--- config.mk ---
export PLATFORM = sky130hd
export DESIGN_NAME = pipeline_control
export DESIGN_NICKNAME = d
export VERILOG_FILES = /design/src/rtl/pipeline_control.sv
export SDC_FILE = /design/constraint.sdc
export NUM_CORES = 1
export LEC_CHECK = 0
export CAP_MARGIN = 20
export CORE_MARGIN = 1
export CORE_UTILIZATION = 45
export DETAILED_ROUTE_END_ITERATION = 16
export GPL_TIMING_DRIVEN = 0
export PLACE_DENSITY = 0.75
export SLEW_MARGIN = 0
export SYNTH_ARGS = -nofsm -noshare
export SYNTH_HDL_FRONTEND = slang
export SYNTH_SLANG_ARGS = --single-unit
--- constraint.sdc ---
create_clock -name clk -period 4.3 [get_ports clk]
set_clock_uncertainty 0.1 [all_clocks]
set_input_delay 0.86 -clock clk [delete_from_list [all_inputs] [get_ports clk]]
set_output_delay 0.86 -clock clk [all_outputs]
set_load 0.005 [all_outputs]
--- src/rtl/pipeline_control.sv ---
// rtl/pipeline_control.sv - 5-stage pipeline control: decode, stage bundles, load-use stall, branch/jump redirect
module pipeline_control #(
    parameter int REG_ADDR_WIDTH = 5,
    parameter int ALUOP_WIDTH    = 3,
    parameter int BRANCH_STAGE   = 2
) (
    input  logic                      clk,
    input  logic                      reset,
    input  logic [5:0]                OP,
    input  logic [5:0]                Funct,
    input  logic [REG_ADDR_WIDTH-1:0] Rs,
    input  logic [REG_ADDR_WIDTH-1:0] Rt,
    input  logic [REG_ADDR_WIDTH-1:0] Rd,
    input  logic                      Zero,
    input  logic                      hold,
    output logic                      PCWrite,
    output logic                      IFIDWrite,
    output logic                      IFIDFlush,
    output logic [1:0]                PCSrc,
    output logic                      EX_RegDst,
    output logic                      EX_ALUSrc,
    output logic [ALUOP_WIDTH-1:0]    EX_ALUOp,
    output logic                      MEM_MemRead,
    output logic                      MEM_MemWrite,
    output logic                      WB_RegWrite,
    output logic                      WB_MemtoReg,
    output logic [REG_ADDR_WIDTH-1:0] WB_WriteReg
);

    // Opcodes and the JR funct code
    localparam logic [5:0] OP_RTYPE  = 6'h00;
    localparam logic [5:0] OP_J      = 6'h02;
    localparam logic [5:0] OP_JAL    = 6'h03;
    localparam logic [5:0] OP_BEQ    = 6'h04;
    localparam logic [5:0] OP_BNE    = 6'h05;
    localparam logic [5:0] OP_ADDI   = 6'h08;
    localparam logic [5:0] OP_ANDI   = 6'h0C;
    localparam logic [5:0] OP_ORI    = 6'h0D;
    localparam logic [5:0] OP_LUI    = 6'h0F;
    localparam logic [5:0] OP_LW     = 6'h23;
    localparam logic [5:0] OP_SW     = 6'h2B;
    localparam logic [5:0] FUNCT_JR  = 6'h08;

    // ALUOp codes, zero-extended to the configured width
    localparam logic [ALUOP_WIDTH-1:0] ALUOP_NONE = ALUOP_WIDTH'(0);
    localparam logic [ALUOP_WIDTH-1:0] ALUOP_LUI  = ALUOP_WIDTH'(1);
    localparam logic [ALUOP_WIDTH-1:0] ALUOP_MEM  = ALUOP_WIDTH'(2);
    localparam logic [ALUOP_WIDTH-1:0] ALUOP_BR   = ALUOP_WIDTH'(3);
    localparam logic [ALUOP_WIDTH-1:0] ALUOP_ADDI = ALUOP_WIDTH'(4);
    localparam logic [ALUOP_WIDTH-1:0] ALUOP_ORI  = ALUOP_WIDTH'(5);
    localparam logic [ALUOP_WIDTH-1:0] ALUOP_ANDI = ALUOP_WIDTH'(6);
    localparam logic [ALUOP_WIDTH-1:0] ALUOP_R    = ALUOP_WIDTH'(7);

    localparam logic [REG_ADDR_WIDTH-1:0] LINK_REG = {REG_ADDR_WIDTH{1'b1}};

    // PC select encodings
    localparam logic [1:0] PCSRC_SEQ    = 2'd0;
    localparam logic [1:0] PCSRC_BRANCH = 2'd1;
    localparam logic [1:0] PCSRC_JUMP   = 2'd2;
    localparam logic [1:0] PCSRC_REG    = 2'd3;

    // Full bundle held in ID/EX; branch flags ride along so they can resolve in EX or MEM
    typedef struct packed {
        logic                      reg_dst;
        logic                      alu_src;
        logic [ALUOP_WIDTH-1:0]    alu_op;
        logic                      mem_read;
        logic                      mem_write;
        logic                      reg_write;
        logic                      mem_to_reg;
        logic [REG_ADDR_WIDTH-1:0] write_reg;
        logic                      branch_eq;
        logic                      branch_ne;
    } ex_ctrl_t;

    // EX-only fields are dropped once the bundle leaves EX
    typedef struct packed {
        logic                      mem_read;
        logic                      mem_write;
        logic                      reg_write;
        logic                      mem_to_reg;
        logic [REG_ADDR_WIDTH-1:0] write_reg;
        logic                      branch_eq;
        logic                      branch_ne;
    } mem_ctrl_t;

    typedef struct packed {
        logic                      reg_write;
        logic                      mem_to_reg;
        logic [REG_ADDR_WIDTH-1:0] write_reg;
    } wb_ctrl_t;

    ex_ctrl_t  id_ctrl;
    logic      id_reads_rt;
    logic      id_jump;
    logic      id_jump_reg;

    ex_ctrl_t  idex_q,  idex_d;
    mem_ctrl_t exmem_q, exmem_d;
    wb_ctrl_t  memwb_q, memwb_d;

    logic      load_use;
    logic      br_eq;
    logic      br_ne;
    logic      branch_taken;

    // ID decode: opcode/funct to control bundle, destination register and jump kind
    always_comb begin
        id_ctrl     = '0;
        id_reads_rt = 1'b0;
        id_jump     = 1'b0;
        id_jump_reg = 1'b0;
        unique case (OP)
            OP_RTYPE: begin
                id_ctrl.reg_dst = 1'b1;
                id_ctrl.alu_op  = ALUOP_R;
                id_reads_rt     = 1'b1;
                if (Funct == FUNCT_JR) begin
                    id_jump_reg = 1'b1;
                end else begin
                    id_ctrl.reg_write = 1'b1;
                    id_ctrl.write_reg = Rd;
                end
            end
            OP_ADDI: begin
                id_ctrl.alu_src   = 1'b1;
                id_ctrl.alu_op    = ALUOP_ADDI;
                id_ctrl.reg_write = 1'b1;
                id_ctrl.write_reg = Rt;
            end
            OP_ORI: begin
                id_ctrl.alu_src   = 1'b1;
                id_ctrl.alu_op    = ALUOP_ORI;
                id_ctrl.reg_write = 1'b1;
                id_ctrl.write_reg = Rt;
            end
            OP_ANDI: begin
                id_ctrl.alu_src   = 1'b1;
                id_ctrl.alu_op    = ALUOP_ANDI;
                id_ctrl.reg_write = 1'b1;
                id_ctrl.write_reg = Rt;
            end
            OP_LUI: begin
                id_ctrl.alu_src   = 1'b1;
                id_ctrl.alu_op    = ALUOP_LUI;
                id_ctrl.reg_write = 1'b1;
                id_ctrl.write_reg = Rt;
            end
            OP_LW: begin
                id_ctrl.alu_src    = 1'b1;
                id_ctrl.alu_op     = ALUOP_MEM;
                id_ctrl.mem_read   = 1'b1;
                id_ctrl.mem_to_reg = 1'b1;
                id_ctrl.reg_write  = 1'b1;
                id_ctrl.write_reg  = Rt;
            end
            OP_SW: begin
                id_ctrl.alu_src   = 1'b1;
                id_ctrl.alu_op    = ALUOP_MEM;
                id_ctrl.mem_write = 1'b1;
                id_reads_rt       = 1'b1;
            end
            OP_BEQ: begin
                id_ctrl.alu_op    = ALUOP_BR;
                id_ctrl.branch_eq = 1'b1;
                id_reads_rt       = 1'b1;
            end
            OP_BNE: begin
                id_ctrl.alu_op    = ALUOP_BR;
                id_ctrl.branch_ne = 1'b1;
                id_reads_rt       = 1'b1;
            end
            OP_J: begin
                id_ctrl.alu_op = ALUOP_NONE;
                id_jump        = 1'b1;
            end
            OP_JAL: begin
                id_ctrl.alu_op    = ALUOP_NONE;
                id_ctrl.reg_write = 1'b1;
                id_ctrl.write_reg = LINK_REG;
                id_jump           = 1'b1;
            end
            default: begin
                id_ctrl = '0;
            end
        endcase
    end

    // Load-use: a load in EX whose non-zero destination is a source of the ID instruction
    always_comb begin
        load_use = idex_q.mem_read
                && (idex_q.write_reg != '0)
                && ((idex_q.write_reg == Rs)
                    || (id_reads_rt && (idex_q.write_reg == Rt)));
    end

    // Branch resolution on the bundle sitting in the resolving stage
    always_comb begin
        if (BRANCH_STAGE == 1) begin
            br_eq = idex_q.branch_eq;
            br_ne = idex_q.branch_ne;
        end else begin
            br_eq = exmem_q.branch_eq;
            br_ne = exmem_q.branch_ne;
        end
        branch_taken = (br_eq & Zero) | (br_ne & ~Zero);
    end

    // Fetch control: hold freezes everything, then branch > stall > jump
    always_comb begin
        PCWrite   = 1'b1;
        IFIDWrite = 1'b1;
        IFIDFlush = 1'b0;
        PCSrc     = PCSRC_SEQ;
        if (hold) begin
            PCWrite   = 1'b0;
            IFIDWrite = 1'b0;
        end else if (branch_taken) begin
            PCSrc     = PCSRC_BRANCH;
            IFIDFlush = 1'b1;
        end else if (load_use) begin
            PCWrite   = 1'b0;
            IFIDWrite = 1'b0;
        end else if (id_jump) begin
            PCSrc     = PCSRC_JUMP;
            IFIDFlush = 1'b1;
        end else if (id_jump_reg) begin
            PCSrc     = PCSRC_REG;
            IFIDFlush = 1'b1;
        end
    end

    // Next stage contents: advance unless held, inserting bubbles for flushes and stalls
    always_comb begin
        idex_d  = idex_q;
        exmem_d = exmem_q;
        memwb_d = memwb_q;
        if (!hold) begin
            memwb_d.reg_write  = exmem_q.reg_write;
            memwb_d.mem_to_reg = exmem_q.mem_to_reg;
            memwb_d.write_reg  = exmem_q.write_reg;

            exmem_d.mem_read   = idex_q.mem_read;
            exmem_d.mem_write  = idex_q.mem_write;
            exmem_d.reg_write  = idex_q.reg_write;
            exmem_d.mem_to_reg = idex_q.mem_to_reg;
            exmem_d.write_reg  = idex_q.write_reg;
            exmem_d.branch_eq  = idex_q.branch_eq;
            exmem_d.branch_ne  = idex_q.branch_ne;

            idex_d = id_ctrl;

            if (branch_taken) begin
                idex_d = '0;
                if (BRANCH_STAGE == 2) begin
                    exmem_d = '0;
                end
            end else if (load_use) begin
                idex_d = '0;
            end
        end
    end

    // ID/EX stage register
    always_ff @(posedge clk or negedge reset) begin
        if (!reset) begin
            idex_q <= '0;
        end else begin
            idex_q <= idex_d;
        end
    end

    // EX/MEM stage register
    always_ff @(posedge clk or negedge reset) begin
        if (!reset) begin
            exmem_q <= '0;
        end else begin
            exmem_q <= exmem_d;
        end
    end

    // MEM/WB stage register
    always_ff @(posedge clk or negedge reset) begin
        if (!reset) begin
            memwb_q <= '0;
        end else begin
            memwb_q <= memwb_d;
        end
    end

    // Stage outputs come straight from the stage registers
    assign EX_RegDst    = idex_q.reg_dst;
    assign EX_ALUSrc    = idex_q.alu_src;
    assign EX_ALUOp     = idex_q.alu_op;
    assign MEM_MemRead  = exmem_q.mem_read;
    assign MEM_MemWrite = exmem_q.mem_write;
    assign WB_RegWrite  = memwb_q.reg_write;
    assign WB_MemtoReg  = memwb_q.mem_to_reg;
    assign WB_WriteReg  = memwb_q.write_reg;

endmodule
# == Word-level counts from Yosys, hierarchy flattened ==
# Cells that the tools add are included.
# word_totals
mem_count,0
elab_cells,81
in_bits,31
mem_bits_rw,0
out_inout_bits,19
romBits,0
reg_bits,34
latchBits,0
# classes
multipliers,0
n_eq_ne,13
reduce_logical,13
muxes,31
n_lt_le_gt_ge,0
bitwise,4
div_mod_pow,0
shifts,0
addsub,0
# op_table
operator,count
$mux 16,2
$eq 6x4->1 const B,5
$pmux 3 s7,1
$mux 1,19
$pmux 5 s3,1
$eq 6x2->1 const B,2
$eq 6x3->1 const B,2
$eq 6x6->1 const B,2
$reduce_or 6->1,2
$mux 11,1
$eq 5x5->1,2
$mux 2,5
$logic_not 6->1,1
$reduce_or 2->1,3
$mux 5,1
$reduce_bool 5->1,1
$reduce_or 5->1,1
$reduce_or 4->1,1
$logic_and 1x1->1,3
$and 1x1->1,2
$pmux 1 s2,1
$logic_or 1x1->1,1
$not 1->1,1
$or 1x1->1,1

# == Depth between registers and ports, before layout ==
# logic_depth
word_depth,9
depth_mapped,8
mapped_depth_nobuf,5

# == Worst setup path before layout ==
# No wires, ideal clock.
# synth_path
path_type,input to output
from,input port OP[0]
to,output port PCWrite
required_time_ps,3340
arrival_time_ps,2410
cell_stages,7
setup_slack_ps,930
cell_sequence,nor2b_1 > or4_4 > a2111oi_4 > nor2_2 > buf_6 > o21ba_1 > buf_4
# synth_via
elab_chain_len,9
elab_cells_between_ends,12
classes_between,3 x eq/ne; 4 x mux; 5 x reduce/logical
# synth_rtl
element,line_no,source
start: declaration,9,"input logic [5:0] OP,"
"$eq 6x3->1, or another cell as far along",113,unique case (OP)
$reduce_or 4->1 (no source line) (*),--,
$mux 1 (*),113,
$logic_and 1x1->1 (*),194,|| (id_reads_rt && (idex_q.write_reg == Rt)));
$logic_or 1x1->1 (*),194,
$logic_and 1x1->1 (*),193,&& ((idex_q.write_reg == Rs)
$mux 1 (*) (3 in a row),--,
end: declaration,16,"output logic PCWrite,"
# Mark *: on every way between the ends. The rest lies on a longest branch, timed or not.

# == Final worst setup path ==
# layout_path
from,input port OP[5]
to,output port PCWrite
# layout_via
elab_chain_len,9
elab_cells_between_ends,12
classes_between,3 x eq/ne; 4 x mux; 5 x reduce/logical
# layout_rtl
element,line_no,source
"$eq 6x3->1, or another cell as far along",113,
$reduce_or 4->1 (no source line) (*),--,
$mux 1 (*),113,
$logic_and 1x1->1 (*),194,
$logic_or 1x1->1 (*),194,
$logic_and 1x1->1 (*),193,
$mux 1 (*),221,end else if (load_use) begin
$mux 1 (*),218,end else if (branch_taken) begin
$mux 1 (*),215,if (hold) begin
# Marked as above.

==> impl_metrics.prom <==
# TYPE chip_impl_metric gauge
chip_impl_info{name="outcome",value="finished clean"} 1
chip_impl_metric{name="grt_pass1_wl",unit="mm"} 8.15
chip_impl_metric{name="drc_errors_left",unit=""} 0
chip_impl_metric{name="flop_pwr_share",unit="%"} 46.8
chip_impl_metric{name="power.net_switching",unit="mW"} 0.158
chip_impl_info{name="path_class",value="input port to output pin"} 1
chip_impl_metric{name="routed_wl",unit="mm"} 4.76
chip_impl_metric{name="tritoncts.num_buffers",unit=""} 5
chip_impl_info{name="start_kind",value="input port"} 1
chip_impl_metric{name="power.combinational.fraction",unit="%"} 16.4
chip_impl_metric{name="final_layout_size_suffix_gt1_share",unit="%"} 18.8
chip_impl_metric{name="globalRouteTotalUtil",unit="%"} 24.8
chip_impl_metric{name="floorplan.io_pins",unit=""} 50
chip_impl_metric{name="finish.net_count",unit=""} 271
chip_impl_metric{name="synth.cell_area",unit="sq um"} 1830
chip_impl_metric{name="required_time_of_the_worst_setup_path",unit="ns"} 3.34
chip_impl_metric{name="finish.utilization",unit="%"} 67.9
chip_impl_metric{name="synth-compound-area-share",unit="%"} 20.3
chip_impl_info{name="yosys.cell_count.top_type",value="dfrtp_1"} 1
chip_impl_metric{name="worst_slew_margin_rel",unit="%"} 45.1
chip_impl_metric{name="synthToLayoutAreaGrowth",unit="%"} 39.7
chip_impl_info{name="synth_top_family_by_area",value="compound AO/OA/AOI/OAI gates"} 1
chip_impl_info{name="tritoncts",value="done"} 1
chip_impl_metric{name="seq_area_frac_synth",unit="%"} 43.7
chip_impl_metric{name="setup_slack",unit="ns"} 0.111
chip_impl_metric{name="buffer_ports.inserted",unit=""} 49
chip_impl_info{name="hold_path.class",value="flop to flop"} 1
chip_impl_metric{name="gr-total-overflow",unit=""} 0
chip_impl_metric{name="finalHoldViolCount",unit=""} 0
chip_impl_info{name="synth.top_cells.by_count",value="32 x dfrtp_1, 24 x nand2_1, 15 x o21ai_0, 9 x a32o_1"} 1
chip_impl_metric{name="power.leakage",unit="nW"} 1.10
chip_impl_metric{name="synth-warning-count",unit=""} 0
chip_impl_metric{name="worst_pin_slew",unit="ns"} 0.821
chip_impl_metric{name="initial_utilization",unit="%"} 48.6
chip_impl_metric{name="hold_slack",unit="ns"} 0.382
chip_impl_metric{name="layout.cell_area.non_filler",unit="sq um"} 2560
chip_impl_metric{name="async_flop_share",unit="%"} 100
chip_impl_metric{name="critPathArrivalTime",unit="ns"} 3.23
chip_impl_metric{name="average_footprint_of_a_synthesized_cell",unit="sq um"} 10.2
chip_impl_metric{name="worstSkewPairLatency",unit="ns"} 0.28
chip_impl_metric{name="maximum_number_of_pins_on_one_net_before_global_route_repair",unit=""} 18
chip_impl_metric{name="placement.cell_area",unit="sq um"} 2410
chip_impl_metric{name="floorplan.die.width",unit="um"} 65.8
chip_impl_metric{name="synthCells",unit=""} 180
chip_impl_metric{name="synth-seq-cells",unit=""} 32
chip_impl_info{name="endpoint_kind",value="output pin"} 1
chip_impl_metric{name="synthDominantCellAreaShare",unit="%"} 43.7
chip_impl_metric{name="place.gp.congestion",unit=""} 0.929
chip_impl_metric{name="synth_xor_area_share",unit="%"} 4.78
chip_impl_metric{name="period_minus_slack",unit="ns"} 4.19
chip_impl_metric{name="synth_adder_area_share",unit="%"} 0
chip_impl_metric{name="achievable-frequency",unit="GHz"} 0.239
chip_impl_metric{name="detail_route.vias_per_cell",unit=""} 5.83
chip_impl_metric{name="drt_iter0_drc",unit=""} 101
chip_impl_metric{name="ys_types",unit=""} 48
chip_impl_metric{name="power.density",unit="nW/um^2"} 261
chip_impl_metric{name="num-fill-cells",unit=""} 297
chip_impl_metric{name="crit_path_max_fanout",unit=""} 6
chip_impl_metric{name="drtPass1Iterations",unit=""} 4
chip_impl_metric{name="multi_input_area",unit="sq um"} 936
chip_impl_metric{name="clock_power_share",unit="%"} 36.8
chip_impl_info{name="unrepaired_setup_endpoints_after_global_routing",value="no"} 1
chip_impl_metric{name="cts-root-to-sink-buffers",unit=""} 2
chip_impl_metric{name="die_area",unit="sq um"} 4330
chip_impl_metric{name="fin_crit_share",unit="%"} 97.4
chip_impl_info{name="synth.largest_area_cell",value="dfrtp_1"} 1
chip_impl_metric{name="std_cell_rows",unit=""} 22
chip_impl_metric{name="core",unit="sq um"} 3770
chip_impl_metric{name="place_worst_setup_slack",unit="ns"} -0.0878
chip_impl_metric{name="synth.area.mux_share",unit="%"} 5.46
chip_impl_metric{name="post_synth_and_or_nand_nor_area_fraction",unit="%"} 19.9
chip_impl_metric{name="cts_max_level",unit=""} 2
chip_impl_metric{name="timing.max_cap.violations",unit=""} 0
chip_impl_metric{name="report.power.total",unit="mW"} 0.668
chip_impl_metric{name="antenna_cells_inserted",unit=""} 0
chip_impl_metric{name="synth_edf_count",unit=""} 0
chip_impl_metric{name="grt_antenna_before_repair",unit=""} 0
chip_impl_metric{name="synth.net_count",unit=""} 211
chip_impl_metric{name="final-max-slew-violation-count",unit=""} 0
chip_impl_metric{name="grt_pass1_vias",unit=""} 1735
chip_impl_info{name="dominantRegCellSynth",value="dfrtp_1"} 1
chip_impl_metric{name="ir_drop_worst_case_vdd",unit="V"} 0.000110
chip_impl_metric{name="ff_latch_area",unit="sq um"} 801
chip_impl_metric{name="clock_sink_count",unit=""} 32
chip_impl_metric{name="place_hpwl",unit="mm"} 3.59
chip_impl_metric{name="intPower",unit="mW"} 0.510
chip_impl_metric{name="die_y",unit="um"} 65.8
chip_impl_metric{name="switching_share",unit="%"} 23.6
chip_impl_metric{name="ant_nets",unit=""} 0
chip_impl_info{name="synth_top_cells_by_area",value="dfrtp_1 44%, a32o_1 4.9%, mux2_2 4.9%, nand2_1 4.9%, o21ai_0 4.1%"} 1
chip_impl_metric{name="dr_total_vias",unit=""} 1679
chip_impl_metric{name="clk_pin_slew_worst_paths",unit="ns"} 0.06
chip_impl_info{name="cts_root_cell",value="clkbuf_8"} 1
chip_impl_metric{name="wire_per_inst",unit="um"} 16.5
chip_impl_metric{name="finalSetupViolCount",unit=""} 0
[kinds of logic after synthesis]
logic type | Yosys count
DFF | 32
AOI/OAI and AO/OA | 47
xor gates and xnor gates | 10
buffers and inverters | 19
and+or+nand+nor | 63
muxes | 9
[metrics by stage]
| step | TNS, ns | std cells |
|---|---|---|
| after floorplan | 0 | 180 |
| after global placement | -0.0310 | 277 |
| after detailed placement | -0.132 | 278 |
| after CTS | -0.0191 | 286 |
| after global routing | 0 | 288 |
| final | 0 | 288 |
[area by class of cell]
type	instances	share of cell area, %
Tap cell	48	2.35
Multi-Input combinational cell	129	36.6
Clock buffer	7	3.76
Buffer	16	4.30
Timing Repair Buffer	53	21.3
Sequential cell	32	31.3
Inverter	3	0.440
[sequential cells by signal, indices dropped and copies added (netlist names), 3 cells and up]
register / flops
EX_ALUOp: 3
WB_WriteReg: 5
exmem_q: 6
idex_q: 10
[critical path: stages]
cell,delay (ns)
clkdlybuf4s50_1,0.44
or4_4,0.51
a2111oi_4,0.43
nor2_2,0.08
buf_6,0.16
o21ba_1,0.18
buf_4,0.13
clkdlybuf4s50_1,0.43
[placed cells by master (no fill, tap or decap), types with 2 or more instances in the layout]
cell type and instances:
and3_1 3, dfrtp_1 32, dlygate4sd2_1 2, nor3_2 2, buf_6 4, a32o_1 9, nand2_1 24, nor2_1 5
a221o_1 5, or3_1 2, nand3_1 3, xor2_1 2, clkbuf_1 6, nor3_1 2, a21oi_1 3, clkbuf_8 7
mux2_2 8, buf_4 8, inv_1 2, dlymetal6s2s_1 3, nor2b_1 3, a22o_1 5, or4_4 2, clkdlybuf4s50_1 44
xnor2_1 8, o21ai_0 15, nor4_1 3
[power groups by stage]
stage | logic [mW] | registers, mW | clock network (mW)
5_1_grt | 0.119 | 0.313 | 0.261
4_1_cts | 0.109 | 0.312 | 0.247
3_3_place_gp | 0.101 | 0.317 | 0
6_report | 0.110 | 0.312 | 0.246
2_1_floorplan | 0.0469 | 0.317 | 0
3_5_place_dp | 0.108 | 0.318 | 0
[what timing repair did]
item,4_1_cts,5_1_grt
setup buffers,1,2
hold buffers,0,0
setup endpoints to repair,2,2
resized for setup,6,8
pin swaps,2,1
[per-layer routing]
layer  part of all wire, %  track usage, %
met3                   4.3            4.83
met1                    40            29.0
met4                   1.8            8.70
met2                    54            44.5
met5                     0               0
[worst paths after layout]
kind / startpoint / to / slack, ns / depth (start not counted)
worst min-delay path: MEM_MemWrite / MEM_MemWrite / 0.38 / 2
max in group asynchronous: reset / exmem_q[3] / 2.58 / 2
worst min register to register: MEM_MemWrite / MEM_MemWrite / 0.38 / 2
min in group asynchronous: reset / idex_q[0] / 0.96 / 1
worst max register to register: idex_q[5] / idex_q[2] / 2.13 / 6
worst max-delay path: OP[5] / PCWrite / 0.11 / 8
Power figures use the tool's default switching activity.
